===== src/rtl/codon_seq_ctrl.sv =====
// codon_seq_ctrl: sequences codon array init/read, captures each codon into a gene word
// and hands it downstream over valid/ready until the array reports end of stream.
module codon_seq_ctrl #(
  parameter int NIB_W = 4,
  parameter int DEPTH = 6,
  parameter logic [NIB_W-1:0] TERM = 4'hF,
  parameter int READ_TIMEOUT = 8,
  parameter int CNT_W = 8
) (
  input  logic                            clk,
  input  logic                            rst_n,
  input  logic                            start,
  input  logic                            abort,
  output logic                            init_data_ena,
  output logic                            read_cod_ena,
  input  logic                            done_cod,
  input  logic                            done_fin,
  input  logic [DEPTH-1:0][NIB_W-1:0]     data,
  output logic                            gene_valid,
  input  logic                            gene_ready,
  output logic [DEPTH-1:0][NIB_W-1:0]     gene_data,
  output logic [$clog2(DEPTH+1)-1:0]      gene_len,
  output logic [CNT_W-1:0]                codon_cnt,
  output logic                            busy,
  output logic                            done,
  output logic                            err
);
  localparam int LEN_W = $clog2(DEPTH+1);
  localparam int TMO_W = $clog2(READ_TIMEOUT+1);
  typedef enum logic [2:0] {IDLE, INIT, CHECK, READ, CAPTURE, OUT, FINISH, ERROR} state_e;
  state_e                      state_q, state_d;
  logic [TMO_W-1:0]            tmo_q, tmo_d;
  logic [DEPTH-1:0][NIB_W-1:0] gene_data_q, gene_data_d;
  logic [LEN_W-1:0]            gene_len_q, gene_len_d, scan_len;
  logic [CNT_W-1:0]            cnt_q, cnt_d;
  logic                        scan_stop;
  logic                        can_start;
  // Leading run of non-terminator nibbles, most significant nibble first.
  always_comb begin
    scan_len = '0;
    scan_stop = 1'b0;
    for (int i = DEPTH-1; i >= 0; i--) begin
      if (data[i] == TERM) scan_stop = 1'b1;
      else if (!scan_stop) scan_len = scan_len + LEN_W'(1);
    end
  end
  assign can_start = start && (state_q == IDLE || state_q == FINISH || state_q == ERROR);
  always_comb begin
    state_d = state_q;
    tmo_d = tmo_q;
    gene_data_d = gene_data_q;
    gene_len_d = gene_len_q;
    cnt_d = cnt_q;
    if (abort) begin
      state_d = IDLE;
      cnt_d = '0;
    end else if (can_start) begin
      state_d = INIT;
      cnt_d = '0;
    end else begin
      case (state_q)
        INIT: state_d = CHECK;
        CHECK: begin
          state_d = done_fin ? FINISH : READ;
          tmo_d = '0;
        end
        READ: begin
          tmo_d = tmo_q + TMO_W'(1);
          state_d = done_cod ? CAPTURE : (tmo_d == TMO_W'(READ_TIMEOUT)) ? ERROR : READ;
        end
        CAPTURE: begin
          gene_data_d = data;
          gene_len_d = scan_len;
          state_d = OUT;
        end
        OUT: if (gene_ready) begin
          state_d = INIT;
          cnt_d = (&cnt_q) ? cnt_q : cnt_q + CNT_W'(1);
        end
        default: ;
      endcase
    end
  end
  // Enables and valid are gated by abort so they drop in the abort cycle itself.
  always_comb begin
    init_data_ena = (state_q == INIT) && !abort;
    read_cod_ena = (state_q == READ) && !done_cod && !abort;
    gene_valid = (state_q == OUT) && !abort;
    busy = (state_q == INIT) || (state_q == CHECK) || (state_q == READ) ||
           (state_q == CAPTURE) || (state_q == OUT);
    done = (state_q == FINISH);
    err = (state_q == ERROR);
  end
  assign gene_data = gene_data_q;
  assign gene_len = gene_len_q;
  assign codon_cnt = cnt_q;
  always_ff @(posedge clk or negedge rst_n) begin
    if (!rst_n) begin
      state_q <= IDLE;
      tmo_q <= '0;
      gene_data_q <= '0;
      gene_len_q <= '0;
      cnt_q <= '0;
    end else begin
      state_q <= state_d;
      tmo_q <= tmo_d;
      gene_data_q <= gene_data_d;
      gene_len_q <= gene_len_d;
      cnt_q <= cnt_d;
    end
  end
endmodule


===== config.mk =====
export PLATFORM = sky130hd
export DESIGN_NAME = codon_seq_ctrl
export DESIGN_NICKNAME = d
export VERILOG_FILES = /design/src/rtl/codon_seq_ctrl.sv
export SDC_FILE = /design/constraint.sdc
export NUM_CORES = 1
export LEC_CHECK = 0
export ABC_AREA = 0
export CAP_MARGIN = 20
export CORE_MARGIN = 5
export CORE_UTILIZATION = 44
export CTS_CLUSTER_SIZE = 10
export DETAILED_ROUTE_END_ITERATION = 16
export PLACE_DENSITY = 0.77
export SYNTH_ARGS = -nofsm -noshare
export SYNTH_HDL_FRONTEND = slang
export SYNTH_SLANG_ARGS = --single-unit

===== constraint.sdc =====
create_clock -name clk -period 3.1 [get_ports clk]
set_input_delay 0.465 -clock clk [delete_from_list [all_inputs] [get_ports clk]]
set_output_delay 0.465 -clock clk [all_outputs]
set_load 0.1 [all_outputs]

==> results of run 1 <==
-- state kept, by name (all words and copies together) (netlist names) --
signal,flops
codon_cnt,8
gene_data,24
gene_len,3
tmo_q,4
state_q,3
-- per-layer routing --
layer	up-vias	share of wire, %
li1	993	-
met1	924	45
met2	50	49
met3	9	4.3
met4	0	1.2
met5	-	0
-- cell type report --
class                   count  area [sq um]  area share [%]
well taps                  67          83.8            2.83
inverters                   4          15.0           0.507
clock buffers               6          82.6            2.79
clock inverters             2          60.1            2.03
multi-input cells         190          1030            34.6
flip-flops and latches     42          1050            35.5
repair buffers             75           643            21.7
-- synthesized netlist by cell type, drive strengths merged (5+ instances only) --
| cell | number |
|---|---|
| nor2 | 8 |
| dfrtp | 42 |
| nand3 | 5 |
| a21oi | 12 |
| nand2b | 5 |
| nor3 | 5 |
| buf | 11 |
| o21ai | 12 |
| nand2 | 87 |
| nand4 | 7 |
-- how the worst max path moves through the flow --
stage	endpoint	slack (ns)
after floorplan	gene_valid	-0.98
after global placement	gene_len[2]	0.39
after detailed placement	gene_len[2]	0.27
after CTS	gene_len[2]	0.60
after global routing	gene_len[2]	0.38
final	gene_len[2]	0.57
-- per-stage QoR --
| step | setup TNS (ns) | worst slack (ns) | hold slack [ns] |
|---|---|---|---|
| after floorplan | -2.51 | -0.978 | 0.169 |
| after global placement | 0 | 0.390 | 0.460 |
| after detailed placement | 0 | 0.274 | 0.464 |
| after CTS | 0 | 0.596 | 0.334 |
| after global routing | 0 | 0.384 | 0.392 |
| final | 0 | 0.566 | 0.296 |
-- cell families after synthesis --
family	synth area share, %
AOI/OAI and AO/OA	10.4
xor gates and xnor gates	0.809
adders and majority gates	2.31
buffers and inverters	4.10
DFF	48.5
muxes	1.91
and+or+nand+nor	31.9
-- power groups by stage --
stage	Clock, mW	Sequential [mW]	Combinational (mW)
2_1_floorplan	0	1.99	0.498
3_3_place_gp	0	0.891	1.99
3_5_place_dp	0	0.897	2.01
4_1_cts	0.549	0.887	2.02
5_1_grt	0.568	0.925	2.10
6_report	0.539	0.887	2.00
-- worst max-delay path, stage by stage --
cell             delay [ns]
clkdlybuf4s50_1        0.48
nand4_1                0.24
nand2_1                0.20
nor2_1                 0.06
ha_1                   0.27
nand2_1                0.07
a21oi_1                0.15
ha_1                   0.16
inv_1                  0.05
or3_1                  0.33
a21oi_1                0.15
o31ai_1                0.07
-- cells in the final DEF, fill, tap and decap left out, types with 4 or more instances in the layout --
cell	Yosys	final
ha_1	4	4
and4_1	4	4
nand2b_1	5	5
o31ai_1	4	4
clkdlybuf4s50_1	0	29
clkbuf_8	0	6
nand4_1	7	7
buf_4	2	43
a21oi_1	12	12
nor2_1	8	8
nor3_1	4	4
or3_1	4	4
dfrtp_1	42	42
o21ai_0	11	11
nand2_1	87	87
nand3_1	5	5
==> results by group, run 1 <==
Min path
  – Worst hold-check path type: in2async

CTS
  – Skew-Pair Late Insertion Delay: ~0.30 ns
  – Post-CTS Setup Bufs: 0
  – Post-cts sizing count: 0
  – Clk root buf: clkbuf_8
  – Hold-fix buffers, CTS: 0
  – CTS tree: done
  – Num CTS Buffers: 5
  – Clock sink count: 42
  – Reg clk slew, reported paths: around 0.08 ns
  – H-tree Lvls: 2
  – Max Root-Sink Buffers: 2

Layout
  – Finished layout cell area: ~3000 sq um
  – Filler instances: 430
  – Util after Layout: ~62%
  – Layout Area Growth over Synthesis: 36.7%
  – Layout cells sized above 1: between 10% and 20%
  – # nets final: ~350
  – Antenna diodes: 0
  – Finished Layout Cells: 386

Yosys
  – Distinct cells, synth: 44
  – Largest cells by area after synthesis: dfrtp_1, nand2_1, a21oi_1
  – Yosys top cell by area: dfrtp_1
  – Yosys warns: 0
  – Post-synth EDFFs: 0
  – Synthesized area: around 2200 sq um
  – Syn Inst Count: 249
  – Mapped Nets: 284
  – Seq cells post-synth: between 40 and 50
  – Avg Cell Area, Syn: between 8 and 9 sq um
  – Async SR Flop Fraction: 100%
  – Synth top area share: about half
  – Sequential share of the synthesized area: about half
  – Top_reg_cell synth: dfrtp_1

Global routing
  – Met3 Use GR: around 4%
  – Vias in the first global route: between 1,500 and 2,000
  – GRT overflow: 0
  – Met1 Use GR: between 20% and 30%
  – GRT Util Overall: between 15 and 20%
  – Initial antenna violation count: 0
  – First-pass GRT wire length: between 8000 and 9000 um
  – Largest net degree at the start of global routing: 43
  – Top Usage Layer GRT: met2
  – GR met2 Demand/Resource: roughly 28%

Die
  – Total die area: between 6000 and 7000 sq um
  – Die height: between 80 and 90 um
  – Initial Util: between 40% and 50%
  – Site row count: 25
  – # IOs: just over 70
  – Horiz. Die Dim: roughly 80 um
  – Core box area: about 4800 sq um

Timing
  – Slew Viols, Final: 0
  – Worst slew pin tran: slightly above 0.9 ns
  – FMAX: 395 MHz
  – Count of final setup violators: 0
  – Setup Skew: between 0.003 and 0.004 ns
  – Final worst-path cycle share: roughly 80%
  – Slew margin rel.: roughly 39%
  – RSZ-0062 raised after global routing: no
  – Final Critical Period: 2.53 ns
  – Hold Fails Final Rpt: 0

Routing
  – DR pass1 iterations: 4
  – Vias: 1,976
  – First DRT Iteration DRCs: between 100 and 150
  – Wire length after detailed routing: between 5000 and 6000 um
  – ANT nets after route: 0
  – DRC: 0
  – DR vias/cell: about 5
  – WL per Instance: 14.0 um

Power
  – Gate power share: between 50% and 60%
  – VDD IR max: between 600 and 700 uV
  – Power, Total: between 3 and 4 mW
  – Static leakage: roughly 1.4 nW
  – Sw Ratio: a little under three fifths
  – P_sw: between 1.5 and 2 mW
  – Cell Pwr Density: ~1200 nW/um^2
  – Clock network fraction of total power: 15.7%
  – P_int: roughly 1.5 mW
  – Sequential Power Share: 25.9%

Worst setup path
  – Worst reg2reg startpoint: state_q[2]
  – R2R depth: 5
  – CP max FO: 5
  – Critical Path RT: ~3.3 ns
  – Kind of critical path: in2reg
  – Critical path endpoint category: flop
  – CP startpoint: data[18]
  – Worst Path Arrival: roughly 2.7 ns
  – R2R Setup Slk: 1.15 ns
  – RR Endpoint: gene_data[23]
  – Startpoint Class: input pin

Place
  – Port bufs: slightly above 70
  – DP Area: between 2000 and 3000 sq um
  – Detail Placement HPWL: ~4000 um
  – Cell count after placement: approximately 380
  – Placer Congestion: between 0.7 and 0.8

Job
  – Max Cap Viol: 0

Status
  – Status: completed
(Power assumes the default switching activity.)
==> run 2, diff against run 1 <==
- CORE_UTILIZATION: 44 -> 41
- PLACE_DENSITY: 0.77 -> 0.76
- clock period: 3.1 -> 2.3 ns (I/O delays scaled with it)
==> run 2 against run 1 <==
Routed wire length grew 5.4%. Non-clock buffer count grew 17. Clock-buffer cell count is the same. Critical endpoint unchanged. Clock skew grew 0.0015 ns. Register-to-register slack lost 0.71 ns.
==> results by group, run 2 (same netlist as run 1, synthesis figures left out) <==
Routing
  – DR vias/cell: 5.03 (was 5.12)
  – First DRT Iteration DRCs: 75 (was 149)
  – ANT nets after route: 0 (unchanged)
  – Vias: 2,037 (was 1,976)
  – Wire length after detailed routing: 5680 um (was 5390 um)
  – DRC: 0 (unchanged)
  – DR pass1 iterations: 4 (unchanged)
  – WL per Instance: 14.0 um (about the same)

Min path
  – Worst hold-check path type: in2async (unchanged)

Global routing
  – Top Usage Layer GRT: met2 (unchanged)
  – First-pass GRT wire length: 9300 um (was 8810 um)
  – GRT Util Overall: 17.6% (was 17.2%)
  – GRT overflow: 0 (unchanged)
  – GR met2 Demand/Resource: 28.0% (was 27.6%)
  – Initial antenna violation count: 0 (unchanged)
  – Vias in the first global route: 1,992 (was 1,901)
  – Largest net degree at the start of global routing: 26 (was 43)
  – Met1 Use GR: 23.6% (was 22.9%)
  – Met3 Use GR: 5.10% (was 4.04%)

Worst setup path
  – CP peak stage delay: 0.51 ns (was 0.48 ns)
  – Critical path endpoint category: flop (unchanged)
  – CP max stage cell: clkdlybuf4s50_1 (unchanged)
  – Kind of critical path: in2reg (unchanged)
  – CP max FO: 3 (was 5)
  – Worst Path Arrival: 2.39 ns (was 2.71 ns)
  – Most frequent CP cell: a21oi_2
  – Startpoint Class: input pin (unchanged)
  – Critical Path RT: 2.46 ns (was 3.28 ns)
  – CP Cell Sequence: clkdlybuf4s50_1, nand4_1, nand2_1, nor2_1, ha_1, nand2_2, a21oi_2, ha_2, inv_1, or3_4, a21oi_2, o31ai_1 (was clkdlybuf4s50_1, nand4_1, nand2_1, nor2_1, ha_1, nand2_1, a21oi_1, ha_1, inv_1, or3_1, a21oi_1, o31ai_1)

CTS
  – H-tree Lvls: 2 (unchanged)
  – Skew-Pair Late Insertion Delay: 0.29 ns (was 0.30 ns)
  – Max Root-Sink Buffers: 2 (unchanged)
  – Clock sink count: 42 (unchanged)
  – Clk root buf: clkbuf_8 (unchanged)
  – Num CTS Buffers: 5 (unchanged)
  – CTS tree: done (unchanged)
  – Hold-fix buffers, CTS: 0 (unchanged)
  – Reg clk slew, reported paths: 0.08 ns (about the same)

Layout
  – Finished Layout Cells: 405 (was 386)
  – Filler instances: 440 (was 430)
  – Layout Area Growth over Synthesis: 47.9% (was 36.7%)
  – Antenna diodes: 0 (unchanged)
  – # nets final: 370 (was 353)
  – Most frequent cells in the layout: nand2_1, buf_4, dfrtp_1 (unchanged)
  – Max reg flops: 24 (unchanged)
  – Most common cell after layout, fill and taps aside: nand2_1 (unchanged)
  – Layout cells sized above 1: 25.4% (was 18.2%)

Timing
  – FMAX: around 450 MHz
  – Slew Viols, Final: 0 (unchanged)
  – Setup Skew: 0.00510 ns (was 0.00362 ns)
  – Hold Fails Final Rpt: 0 (unchanged)
  – Worst slew pin tran: 0.489 ns (was 0.919 ns)
  – Final worst-path cycle share: 96.9%
  – Slew margin rel.: 67.4% (was 38.7%)
  – Count of final setup violators: 0 (unchanged)
  – Final Critical Period: 2.23 ns

Power
  – Clock network fraction of total power: 12.8% (was 15.7%)
  – VDD IR max: 1160 uV (was 625 uV)
  – Sequential Power Share: 25.1% (was 25.9%)
  – Static leakage: 1.62 nW (was 1.41 nW)
  – Power, Total: 4.63 mW (was 3.43 mW)
  – Gate power share: 62.1% (was 58.4%)
  – P_sw: 2.64 mW (was 1.94 mW)
  – P_int: 1.99 mW (was 1.49 mW)
  – Cell Pwr Density: 1450 nW/um^2 (was 1160 nW/um^2)
  – Sw Ratio: 57.0% (was 56.6%)

Die
  – # IOs: 72 (unchanged)
  – Horiz. Die Dim: 82.7 um (was 80.2 um)
  – Core box area: 5110 sq um (was 4750 sq um)
  – Initial Util: 42.4% (was 45.6%)
  – Site row count: 26 (was 25)
  – Die height: 82.7 um (was 80.2 um)
  – Total die area: 6840 sq um (was 6430 sq um)

Place
  – Detail Placement HPWL: 4260 um (was 3960 um)
  – Cell count after placement: 394 (was 377)
  – Placer Congestion: 0.858 (was 0.748)
  – Port bufs: 71 (unchanged)

Job
  – Max Cap Viol: 0 (unchanged)

Status
  – Status: completed (unchanged)
[run 2: stage by stage]
step	hold slack (ns)	util, %	instance area [sq um]	setup WS (ns)	setup TNS (ns)
finish	0.00527	62.7	3200	0.0703	0
global route	0.0369	62.7	3200	-0.0567	-0.0567
CTS	0.0149	61.1	3120	0.00176	0
detailed placement	0.334	58.8	3000	-0.331	-0.539
global placement	0.333	58.8	3000	-0.221	-0.327
floorplan	0.0494	-	2180	-0.510	-1.32
[run 2: worst paths after layout]
check | slack, ns | endpoint | cells past startpoint | from
worst min register to register | 0.48 | gene_data[19] | 2 | gene_data[19]
worst max register to register | 0.44 | gene_data[22] | 5 | state_q[2]
max in group asynchronous | 1.73 | state_q[1] | 2 | rst_n
worst min-delay path | 0.005 | codon_cnt[3] | 1 | rst_n
min in group clk | 0.29 | gene_data[14] | 3 | data[14]
worst max-delay path | 0.07 | gene_len[2] | 12 | data[23]
[run 2: critical path, delay by kind of cell]
family	cells	cell delay, ns
AO/OA/AOI/OAI	3	0.31
buffers and inverters	2	0.56
adder cells (fa/ha/maj)	2	0.46
AND/OR/NAND/NOR	5	0.72
[run 2: final cells by class]
cell class                      count  area (sq um)  area share (%)
Sequential cell                    42          1050            32.8
Timing Repair Buffer               92           868            27.1
Clock inverter                      1          30.0           0.938
Clock buffer                        6          82.6            2.58
Multi-Input combinational cell    190          1070            33.4
Tap cell                           70          87.6            2.73
Inverter                            4          15.0           0.469
[run 2: timing repair]
action | 4_1_cts | 5_1_grt
buffers inserted | 1 | 2
gates resized for setup | 0 | 22
pin swaps | 2 | 11
setup endpoints to repair | 1 | 2
[run 2: power by group through the flow]
stage | combinational [mW] | clock [mW] | sequential (mW)
floorplan | 0.682 | 0 | 2.68
global placement | 2.85 | 0 | 1.17
detailed placement | 2.89 | 0 | 1.17
CTS | 2.89 | 0.613 | 1.16
global route | 3.02 | 0.635 | 1.20
finish | 2.88 | 0.591 | 1.16
[run 2: layer usage]
metal / share of wire, % / wire length (um) / up-vias
met2: 47 / 2680 / 54
met4: 1.0 / 58 / 0
met5: 0 / 0 / -
met1: 45 / 2550 / 957
li1: - / - / 1021
met3: 6.8 / 384 / 5
==> run 3, diff against run 2 <==
- ABC_CLOCK_PERIOD_IN_PS: default -> 2300
==> results of run 3 <==
Same layout as run 2: the final DEF is identical, and so are final timing and power.
